===== config.mk =====
export PLATFORM = sky130hd
export DESIGN_NAME = multicycle_control_fsm_flat
export DESIGN_NICKNAME = d
export VERILOG_FILES = /design/src/rtl/multicycle_control_fsm_if.sv /design/src/rtl/multicycle_control_fsm.sv /design/src/flat_wrapper.sv
export SDC_FILE = /design/constraint.sdc
export NUM_CORES = 1
export LEC_CHECK = 0
export BUFFER_PORTS_ARGS = -buffer_cell sky130_fd_sc_hd__buf_2
export CAP_MARGIN = 20
export CORE_MARGIN = 2
export CORE_UTILIZATION = 38
export CTS_CLUSTER_SIZE = 24
export DETAILED_ROUTE_END_ITERATION = 7
export HOLD_SLACK_MARGIN = 0.06
export SKIP_CTS_REPAIR_TIMING = 1
export SLEW_MARGIN = 10
export SYNTH_ARGS = -nofsm -noshare
export SYNTH_HDL_FRONTEND = slang
export SYNTH_SLANG_ARGS = --single-unit

===== constraint.sdc =====
create_clock -name clk -period 2.95 [get_ports clk]
set_clock_uncertainty 0.2 [all_clocks]
set_input_delay 0 -clock clk [delete_from_list [all_inputs] [get_ports clk]]
set_output_delay 0 -clock clk [all_outputs]
set_load 0.02 [all_outputs]

===== src/rtl/multicycle_control_fsm_if.sv =====
// Control bundle between the multicycle FSM (master) and the MIPS datapath (slave).
// The master consumes IR fields and datapath status and drives every select and strobe.
interface multicycle_control_fsm_if #(
  parameter int OPW   = 4,
  parameter int FNW   = 3,
  parameter int ALUCW = 4
);
  logic [OPW-1:0]   opcode;
  logic [FNW-1:0]   funct;
  logic             zero;
  logic             mem_ready;
  logic             pc_en;
  logic             iord;
  logic             mem_read;
  logic             mem_write;
  logic             ir_write;
  logic             reg_dst;
  logic             mem_to_reg;
  logic             reg_write;
  logic             alu_src_a;
  logic [1:0]       alu_src_b;
  logic [1:0]       pc_source;
  logic [ALUCW-1:0] alu_control;
  logic             illegal_op;
  logic [3:0]       state;

  modport master (
    input  opcode, funct, zero, mem_ready,
    output pc_en, iord, mem_read, mem_write, ir_write, reg_dst, mem_to_reg, reg_write,
           alu_src_a, alu_src_b, pc_source, alu_control, illegal_op, state
  );

  modport slave (
    output opcode, funct, zero, mem_ready,
    input  pc_en, iord, mem_read, mem_write, ir_write, reg_dst, mem_to_reg, reg_write,
           alu_src_a, alu_src_b, pc_source, alu_control, illegal_op, state
  );
endinterface


===== src/rtl/multicycle_control_fsm.sv =====
// Multicycle MIPS-16 control unit: sequences FETCH..WRITEBACK, Moore outputs registered from next state.
// Stalls in FETCH/MEMRD/MEMWR until mem_ready; rst forces every strobe and select low immediately.
module multicycle_control_fsm #(
  parameter int OPW   = 4,
  parameter int FNW   = 3,
  parameter int ALUCW = 4
) (
  input  logic                    clk,
  input  logic                    rst,
  multicycle_control_fsm_if.master bus
);

  typedef enum logic [3:0] {
    S_FETCH  = 4'd0,  S_DECODE = 4'd1,  S_MEMADR = 4'd2,  S_MEMRD  = 4'd3,
    S_MEMWB  = 4'd4,  S_MEMWR  = 4'd5,  S_EXEC   = 4'd6,  S_ALUWB  = 4'd7,
    S_BRANCH = 4'd8,  S_ADDIEX = 4'd9,  S_ADDIWB = 4'd10, S_JUMP   = 4'd11
  } state_e;

  localparam logic [OPW-1:0] OP_R    = OPW'(4'b0000);
  localparam logic [OPW-1:0] OP_J    = OPW'(4'b0010);
  localparam logic [OPW-1:0] OP_ADDI = OPW'(4'b0100);
  localparam logic [OPW-1:0] OP_LW   = OPW'(4'b0101);
  localparam logic [OPW-1:0] OP_SW   = OPW'(4'b0110);
  localparam logic [OPW-1:0] OP_BEQ  = OPW'(4'b0111);

  localparam logic [ALUCW-1:0] ALU_AND = ALUCW'(4'b0000);
  localparam logic [ALUCW-1:0] ALU_OR  = ALUCW'(4'b0001);
  localparam logic [ALUCW-1:0] ALU_ADD = ALUCW'(4'b0010);
  localparam logic [ALUCW-1:0] ALU_SUB = ALUCW'(4'b0110);
  localparam logic [ALUCW-1:0] ALU_SLT = ALUCW'(4'b0111);
  localparam logic [ALUCW-1:0] ALU_NOR = ALUCW'(4'b1100);

  typedef struct packed {
    logic             mem_read;
    logic             mem_write;
    logic             iord;
    logic             ir_write;
    logic             pc_write_rdy;
    logic             pc_write;
    logic             pc_write_cond;
    logic             reg_dst;
    logic             mem_to_reg;
    logic             reg_write;
    logic             alu_src_a;
    logic [1:0]       alu_src_b;
    logic [1:0]       pc_source;
    logic [ALUCW-1:0] alu_control;
    logic             is_decode;
    logic             is_exec;
  } ctrl_t;

  state_e           state_q, state_d;
  ctrl_t            ctrl_q;
  logic             op_legal;
  logic             fn_legal;
  logic [ALUCW-1:0] fn_alu;

  function automatic ctrl_t ctrl_for(state_e s);
    ctrl_t c;
    c = '0;
    case (s)
      S_FETCH: begin
        c.mem_read = 1'b1; c.alu_src_b = 2'b01; c.alu_control = ALU_ADD;
        c.ir_write = 1'b1; c.pc_write_rdy = 1'b1;
      end
      S_DECODE: begin
        c.alu_src_b = 2'b10; c.alu_control = ALU_ADD; c.is_decode = 1'b1;
      end
      S_MEMADR, S_ADDIEX: begin
        c.alu_src_a = 1'b1; c.alu_src_b = 2'b10; c.alu_control = ALU_ADD;
      end
      S_MEMRD:  begin c.mem_read = 1'b1;  c.iord = 1'b1; end
      S_MEMWR:  begin c.mem_write = 1'b1; c.iord = 1'b1; end
      S_MEMWB:  begin c.reg_write = 1'b1; c.mem_to_reg = 1'b1; end
      S_EXEC:   begin c.alu_src_a = 1'b1; c.is_exec = 1'b1; end
      S_ALUWB:  begin c.reg_write = 1'b1; c.reg_dst = 1'b1; end
      S_ADDIWB: c.reg_write = 1'b1;
      S_BRANCH: begin
        c.alu_src_a = 1'b1; c.alu_control = ALU_SUB;
        c.pc_source = 2'b01; c.pc_write_cond = 1'b1;
      end
      S_JUMP:   begin c.pc_source = 2'b10; c.pc_write = 1'b1; end
      default:  c = '0;
    endcase
    return c;
  endfunction

  always_comb begin
    op_legal = 1'b0;
    case (bus.opcode)
      OP_R, OP_J, OP_ADDI, OP_LW, OP_SW, OP_BEQ: op_legal = 1'b1;
      default:                                   op_legal = 1'b0;
    endcase
  end

  always_comb begin
    fn_legal = 1'b1;
    fn_alu   = ALU_AND;
    case (bus.funct)
      FNW'(3'd0): fn_alu = ALU_ADD;
      FNW'(3'd1): fn_alu = ALU_SUB;
      FNW'(3'd2): fn_alu = ALU_AND;
      FNW'(3'd3): fn_alu = ALU_OR;
      FNW'(3'd4): fn_alu = ALU_NOR;
      FNW'(3'd5): fn_alu = ALU_SLT;
      default:    fn_legal = 1'b0;
    endcase
  end

  always_comb begin
    state_d = S_FETCH;
    case (state_q)
      S_FETCH:  state_d = bus.mem_ready ? S_DECODE : S_FETCH;
      S_DECODE: begin
        case (bus.opcode)
          OP_LW, OP_SW: state_d = S_MEMADR;
          OP_R:         state_d = S_EXEC;
          OP_ADDI:      state_d = S_ADDIEX;
          OP_BEQ:       state_d = S_BRANCH;
          OP_J:         state_d = S_JUMP;
          default:      state_d = S_FETCH;
        endcase
      end
      S_MEMADR: state_d = (bus.opcode == OP_SW) ? S_MEMWR : S_MEMRD;
      S_MEMRD:  state_d = bus.mem_ready ? S_MEMWB : S_MEMRD;
      S_MEMWR:  state_d = bus.mem_ready ? S_FETCH : S_MEMWR;
      S_EXEC:   state_d = fn_legal ? S_ALUWB : S_FETCH;
      S_ADDIEX: state_d = S_ADDIWB;
      default:  state_d = S_FETCH;
    endcase
  end

  // Output flags are loaded with the decode of the state being entered, so they line up with state_q.
  always_ff @(posedge clk) begin
    if (rst) begin
      state_q <= S_FETCH;
      ctrl_q  <= ctrl_for(S_FETCH);
    end else begin
      state_q <= state_d;
      ctrl_q  <= ctrl_for(state_d);
    end
  end

  assign bus.mem_read    = ~rst & ctrl_q.mem_read;
  assign bus.mem_write   = ~rst & ctrl_q.mem_write;
  assign bus.iord        = ~rst & ctrl_q.iord;
  assign bus.ir_write    = ~rst & ctrl_q.ir_write & bus.mem_ready;
  assign bus.pc_en       = ~rst & ((ctrl_q.pc_write_rdy & bus.mem_ready) | ctrl_q.pc_write |
                                   (ctrl_q.pc_write_cond & bus.zero));
  assign bus.reg_dst     = ~rst & ctrl_q.reg_dst;
  assign bus.mem_to_reg  = ~rst & ctrl_q.mem_to_reg;
  assign bus.reg_write   = ~rst & ctrl_q.reg_write;
  assign bus.alu_src_a   = ~rst & ctrl_q.alu_src_a;
  assign bus.alu_src_b   = rst ? 2'b00 : ctrl_q.alu_src_b;
  assign bus.pc_source   = rst ? 2'b00 : ctrl_q.pc_source;
  // EXEC takes its ALU op from the IR funct field; an illegal funct leaves fn_alu at AND (0000).
  assign bus.alu_control = rst ? '0 : (ctrl_q.is_exec ? fn_alu : ctrl_q.alu_control);
  assign bus.illegal_op  = ~rst & ((ctrl_q.is_decode & ~op_legal) | (ctrl_q.is_exec & ~fn_legal));
  assign bus.state       = state_q;

endmodule

===== src/flat_wrapper.sv =====
// flat-port wrapper written by rule: the top's interface ports become plain ports
module multicycle_control_fsm_flat 
#(
  parameter int OPW   = 4,
  parameter int FNW   = 3,
  parameter int ALUCW = 4
)
  (clk, rst, bus_opcode, bus_funct, bus_zero, bus_mem_ready, bus_pc_en, bus_iord, bus_mem_read, bus_mem_write, bus_ir_write, bus_reg_dst, bus_mem_to_reg, bus_reg_write, bus_alu_src_a, bus_alu_src_b, bus_pc_source, bus_alu_control, bus_illegal_op, bus_state);
  multicycle_control_fsm_if #(.OPW(OPW), .FNW(FNW), .ALUCW(ALUCW)) bus_i ();
  input  logic clk;
  input  logic rst;
  input wire logic [$bits(bus_i.opcode)-1:0] bus_opcode;
  input wire logic [$bits(bus_i.funct)-1:0] bus_funct;
  input wire logic [$bits(bus_i.zero)-1:0] bus_zero;
  input wire logic [$bits(bus_i.mem_ready)-1:0] bus_mem_ready;
  output wire logic [$bits(bus_i.pc_en)-1:0] bus_pc_en;
  output wire logic [$bits(bus_i.iord)-1:0] bus_iord;
  output wire logic [$bits(bus_i.mem_read)-1:0] bus_mem_read;
  output wire logic [$bits(bus_i.mem_write)-1:0] bus_mem_write;
  output wire logic [$bits(bus_i.ir_write)-1:0] bus_ir_write;
  output wire logic [$bits(bus_i.reg_dst)-1:0] bus_reg_dst;
  output wire logic [$bits(bus_i.mem_to_reg)-1:0] bus_mem_to_reg;
  output wire logic [$bits(bus_i.reg_write)-1:0] bus_reg_write;
  output wire logic [$bits(bus_i.alu_src_a)-1:0] bus_alu_src_a;
  output wire logic [$bits(bus_i.alu_src_b)-1:0] bus_alu_src_b;
  output wire logic [$bits(bus_i.pc_source)-1:0] bus_pc_source;
  output wire logic [$bits(bus_i.alu_control)-1:0] bus_alu_control;
  output wire logic [$bits(bus_i.illegal_op)-1:0] bus_illegal_op;
  output wire logic [$bits(bus_i.state)-1:0] bus_state;
  assign bus_i.opcode = bus_opcode;
  assign bus_i.funct = bus_funct;
  assign bus_i.zero = bus_zero;
  assign bus_i.mem_ready = bus_mem_ready;
  assign bus_pc_en = bus_i.pc_en;
  assign bus_iord = bus_i.iord;
  assign bus_mem_read = bus_i.mem_read;
  assign bus_mem_write = bus_i.mem_write;
  assign bus_ir_write = bus_i.ir_write;
  assign bus_reg_dst = bus_i.reg_dst;
  assign bus_mem_to_reg = bus_i.mem_to_reg;
  assign bus_reg_write = bus_i.reg_write;
  assign bus_alu_src_a = bus_i.alu_src_a;
  assign bus_alu_src_b = bus_i.alu_src_b;
  assign bus_pc_source = bus_i.pc_source;
  assign bus_alu_control = bus_i.alu_control;
  assign bus_illegal_op = bus_i.illegal_op;
  assign bus_state = bus_i.state;
  multicycle_control_fsm #(.OPW(OPW), .FNW(FNW), .ALUCW(ALUCW)) u_core (.clk(clk), .rst(rst), .bus(bus_i));
endmodule

* Word-level counts from Yosys, hierarchy flattened
Index checks and enable logic that the tools add are counted.
** Word-level totals
- Register bits :: 25
- Input bits :: 11
** Cells by class
- Equal/unequal tests :: 27
- Muxes and demuxes :: 29
- Bitwise gates (word level) :: 21
- Reduce and logical (&&, ||, !) cells :: 13
** Operator list (count)
- == test 4 x 3 -> 1 bit, second input constant :: 10
- case mux 4 bit (5 select lines) :: 2
- case mux 4 bit (7 select lines) :: 1
- == test 4 x 2 -> 1 bit, second input constant :: 5
- == test 4 bit, second input constant :: 5
- AND 1 bit :: 15
- two-way mux 1 bit :: 14
- logical NOT 4 bit :: 3
- two-way mux 3 bit :: 4
- OR reduction 6 bit :: 2
- == test 4 x 1 -> 1 bit, second input constant :: 2
- two-way mux 4 bit :: 2
- case mux 2 bit (2 select lines) :: 2
- OR reduction 4 bit :: 2
- == test 3 x 2 -> 1 bit, second input constant :: 2
- == test 3 bit, second input constant :: 2
- two-way mux 2 bit :: 3
- case mux 3 bit (2 select lines) :: 1
- OR reduction 2 bit :: 3
- OR reduction 3 bit :: 2
- == test 3 x 1 -> 1 bit, second input constant :: 1
- logical NOT 3 bit :: 1
- NOT 1 bit :: 3
- OR 1 bit :: 3

* Depth between registers and ports, before layout
- Word-level depth :: 8
- Mapped depth :: 7
- Depth with buffers taken out :: 7

* Least setup slack after synthesis
Ideal clock, no wire load.
- Kind :: register -> register
- From :: register u_core.state_q[1], in the netlist u_core.bus.state[1]
- To :: register u_core.ctrl_q[10] (netlist bit)
- Library setup time :: 0.075 ns
- Arrival time :: 1.844 ns
- Data required time :: 2.675 ns
- Path slack :: 0.831 ns
- Stages on the path, launching flop included :: 6
- Period minus slack after synthesis :: 2.119 ns
- Cell sequence :: dfxtp_1 -> nor3b_2 -> a22oi_2 -> o221a_4 -> or4b_4 -> a31oi_1
** Between the ends
- Cells in the longest elaborated chain, start to end :: 5
- Elaborated cells on any way between the ends :: 14
- Classes of those cells :: 10 x eq/ne; 2 x mux; 2 x reduce/logical
** RTL lines
- start, declared :: RTL line multicycle_control_fsm.sv:52 : state_e state_q, state_d;
- start signal, assigned :: RTL line multicycle_control_fsm.sv:139 : state_q <= state_d;
- == test 4 bit, or another cell as far along :: RTL line multicycle_control_fsm.sv:112 : case (state_q)
- case mux 4 bit (7 select lines) (*) :: RTL line multicycle_control_fsm.sv:112
- == test 4 x 2 -> 1 bit, or another cell as far along :: RTL line multicycle_control_fsm.sv:61 : case (s)
- OR reduction 4 bit (no line) (*)
- two-way mux 1 bit (*) :: RTL line multicycle_control_fsm.sv:61
- end signal, assigned :: RTL line multicycle_control_fsm.sv:137 : ctrl_q <= ctrl_for(S_FETCH);
- end signal, assigned :: RTL line multicycle_control_fsm.sv:140 : ctrl_q <= ctrl_for(state_d);
- end, declared :: RTL line multicycle_control_fsm.sv:53 : ctrl_t ctrl_q;
Every way passes the cells marked *; elsewhere a longest branch is shown, timed or not.
A chain may end at the register's enable or synchronous reset.

* Final worst setup path
- From :: input bus_opcode[3]
- To :: register u_core.ctrl_q[10] (netlist bit)
** Between the ends
- Cells in the longest elaborated chain, start to end :: 7
- Elaborated cells on any way between the ends :: 16
- Classes of those cells :: 9 x eq/ne; 4 x mux; 3 x reduce/logical
** RTL lines
- start, declared :: RTL line flat_wrapper.sv:12 : input wire logic [$bits(bus_i.opcode)-1:0] bus_opcode;
- == test 4 x 3 -> 1 bit, on equally long branches :: RTL line multicycle_control_fsm.sv:115, multicycle_control_fsm.sv:124
- OR reduction 2 bit :: RTL line multicycle_control_fsm.sv:115 : case (bus.opcode)
- case mux 4 bit (5 select lines) :: RTL line multicycle_control_fsm.sv:115
- case mux 4 bit (7 select lines) (*) :: RTL line multicycle_control_fsm.sv:112
- == test 4 x 2 -> 1 bit, or another cell as far along :: RTL line multicycle_control_fsm.sv:61
- OR reduction 4 bit (no line) (*)
- two-way mux 1 bit (*) :: RTL line multicycle_control_fsm.sv:61
Marks and branches as above.

==> impl_results.md <==
* Outcome: complete, no violations
* Routability congestion estimate at 0.867
* Chip width at 57.2 microns
* Syn Inst Count at 124
* Diode count at 0
* Synth Register Bits at 19
* Dpl cell area at 1260 sq um
* Crit start category: primary input
* Post-synthesis compound-gate area fraction at 16.6%
* First DRT Iteration DRCs at 33
* Total congestion overflow at 0
* Drt first pass iters at 4
* Critical path capture point type: flop
* RSZ-0062 raised after global routing: no
* Syn. warnings at 0
* GRT Util Overall at 15.1%
* Slew Viols, Final at 0
* Seq/Total Area, Yosys at 35.3%
* Fin crit period at 2320 ps
* Worst Hold Endpoint: u_core.bus.state[0]
* Starting Density at 39.4%
* CTS sink cnt at 19
* Mapped cell area at 1080 sq um
* Num ports at 33
* Die height at 57.2 microns
* Worst Slack Setup Final at 630 ps
* Slew HR at 69.4%
* Min-delay src: bus_funct[2]
* Distinct cell type count after synthesis at 49
* Ys async rst share at 0%
* Post-Place Worst Slack at 795 ps
* VDD IR max at 229 uV
* Simple-gate share of the synthesized area at 39.5%
* Pwr Total at 0.000515 W
* Fin Setup TNS at 0 ps
* Worst hold path stage count at 4
* Main synth FF type: dfxtp_1
* # DRC at 0
* Root Driver: clkbuf_4
* Most frequent cells in the layout: buf_2 (32), dfxtp_1 (19), nor2_1 (16)
* Vias in the first global route at 896
* Crit share post-route at 78.6%
* Setup violators final at 0
* Largest family of logic cells by synthesized area: simple AND/OR/NAND/NOR gates
* CTS tree: yes
* Commonest non-fill, non-tap cell in the layout: buf_2
* Avg Cell Area, Syn at 8.69 sq um
* Power density over the cells at 378 nW/um^2
* R2R Path End: u_core.ctrl_q[10]
* Pleak at 0.605 nW
* Initial antenna violation count at 0
* Hold crit path type: in -> reg
* Final #Nets at 177
* Largest net degree at the start of global routing at 24
* WP data arrival at 2340 ps
* Worst R2R Setup Slack at 740 ps
* R2R cell count at 5
* Cell area after layout at 1370 sq um
* HPWL after detailed placement at 1820 microns
* Endpoints failing hold at 0
* WL/cell at 12.3 microns
* EDFF count, synth at 0
* Final hold slack at 56.9 ps
* Area Growth Syn to Fin at 26.7%
* CTS max path bufs at 2
* Crit path required time at 2970 ps
* Fmax at 431 MHz
* Buffers on Ports at 32
* Slew @ Worst Pin at 459 ps
* First-pass GRT wire length at 3890 microns
* Syn nets at 135
* H-tree depth at 1
* Via/cell ratio at 5.27
* XOR/XNOR Fraction of Synth Area at 3.25%
* Worst skew pair latency at 290 ps
* Post-synthesis adder-cell area fraction at 0%
* Routed vias at 1,033
* Maximum fanout along the worst path at 6
* Cell Rows at 19
* R2R Path Start: u_core.bus.state[2]
* Layout cell share with drive strength beyond 1 at 27.3%
* Die ar. at 3280 sq um
* DRT Wirelength at 2410 microns
* Inserted Clock Buffers at 3
* Proportion of synthesized area in mux cells at 1.86%
* Reg clk slew, reported paths at 100 ps
* Crit Path Category: in -> reg
* Core area at 2730 sq um
* Antenna-violating nets left at 0
* Max-cap violations at 0
[critical path: stages]
cell,delay [ps]
dlygate4sd3_1,510
buf_2,140
nor2_1,40
dlygate4sd3_1,570
nand4_1,130
and4b_1,290
or4b_4,480
a31oi_1,170
[kinds of logic (layout without fill, tap and decap cells)]
family	Yosys count	count (layout)
simple gates	68	68
compound gates	23	23
flops	19	19
buf+inv	8	49
xor+xnor	4	4
mux	2	2
[area by class of cell]
type	instances	area (sq um)
repair buffers	40	240
inverters	5	18.8
flip-flops and latches	19	380
well taps	31	38.8
fillers	271	1370
multi-input cells	97	659
clock inverters	1	5.00
clock buffers	3	22.5
[routing by layer]
metal	share of wire, %	up-vias	track usage [%]
li1	-	528	-
met1	46	469	19.0
met2	47	34	25.6
met3	5.9	2	2.49
met4	0.87	0	6.31
met5	0	-	0
[Yosys cell counts, types with 2 or more instances]
master    number  area share (%)
a31oi_1        3             1.7
clkbuf_1       2            0.70
xnor2_1        2             1.6
nor2b_1       14             8.1
or2b_1         2             1.4
nand3_1        3             1.4
nand4_1        2             1.2
dfxtp_1       19              35
a21boi_1       2             1.4
and3_1         2             1.2
xor2_1         2             1.6
nand2_1        4             1.4
o21ai_1        4             1.9
mux2i_1        2             1.9
nor3b_1        2             1.4
nand2b_1       4             2.3
or2_1          2             1.2
and3b_1        2             1.6
nor2_1        16             5.6
inv_1          4             1.4
a21oi_1        3             1.4
[through the flow]
step	std cells	util, %
2_1_floorplan	124	-
3_3_place_gp	184	46.0
3_5_place_dp	184	46.0
4_1_cts	188	47.0
5_1_grt	196	49.9
6_report	196	49.9
[power breakdown]
part / total [W] / internal, W / leakage, nW / switching (W)
clock network: 0.000122 / 0.0000504 / 0.0177 / 0.0000713
logic: 0.000119 / 0.0000517 / 0.432 / 0.0000673
registers: 0.000275 / 0.000268 / 0.155 / 0.00000708
[flip-flops by register name, summed over array words and instances, names as in the netlist]
name	cells
u_core.ctrl_q	15
u_core.bus.state	4
[how the worst max path moves through the flow]
stage,startpoint,end,slack (ps),cells after the start
final,bus_opcode[3],u_core.ctrl_q[10],630,8
after detailed placement,u_core.bus.state[2],u_core.ctrl_q[10],790,5
after global placement,u_core.bus.state[2],u_core.ctrl_q[10],860,5
after global routing,bus_opcode[3],u_core.ctrl_q[10],530,8
after CTS,u_core.bus.state[2],u_core.ctrl_q[10],750,5
after floorplan,u_core.bus.state[1],u_core.ctrl_q[10],830,5
Note: power is estimated with default switching activity, not from simulation.
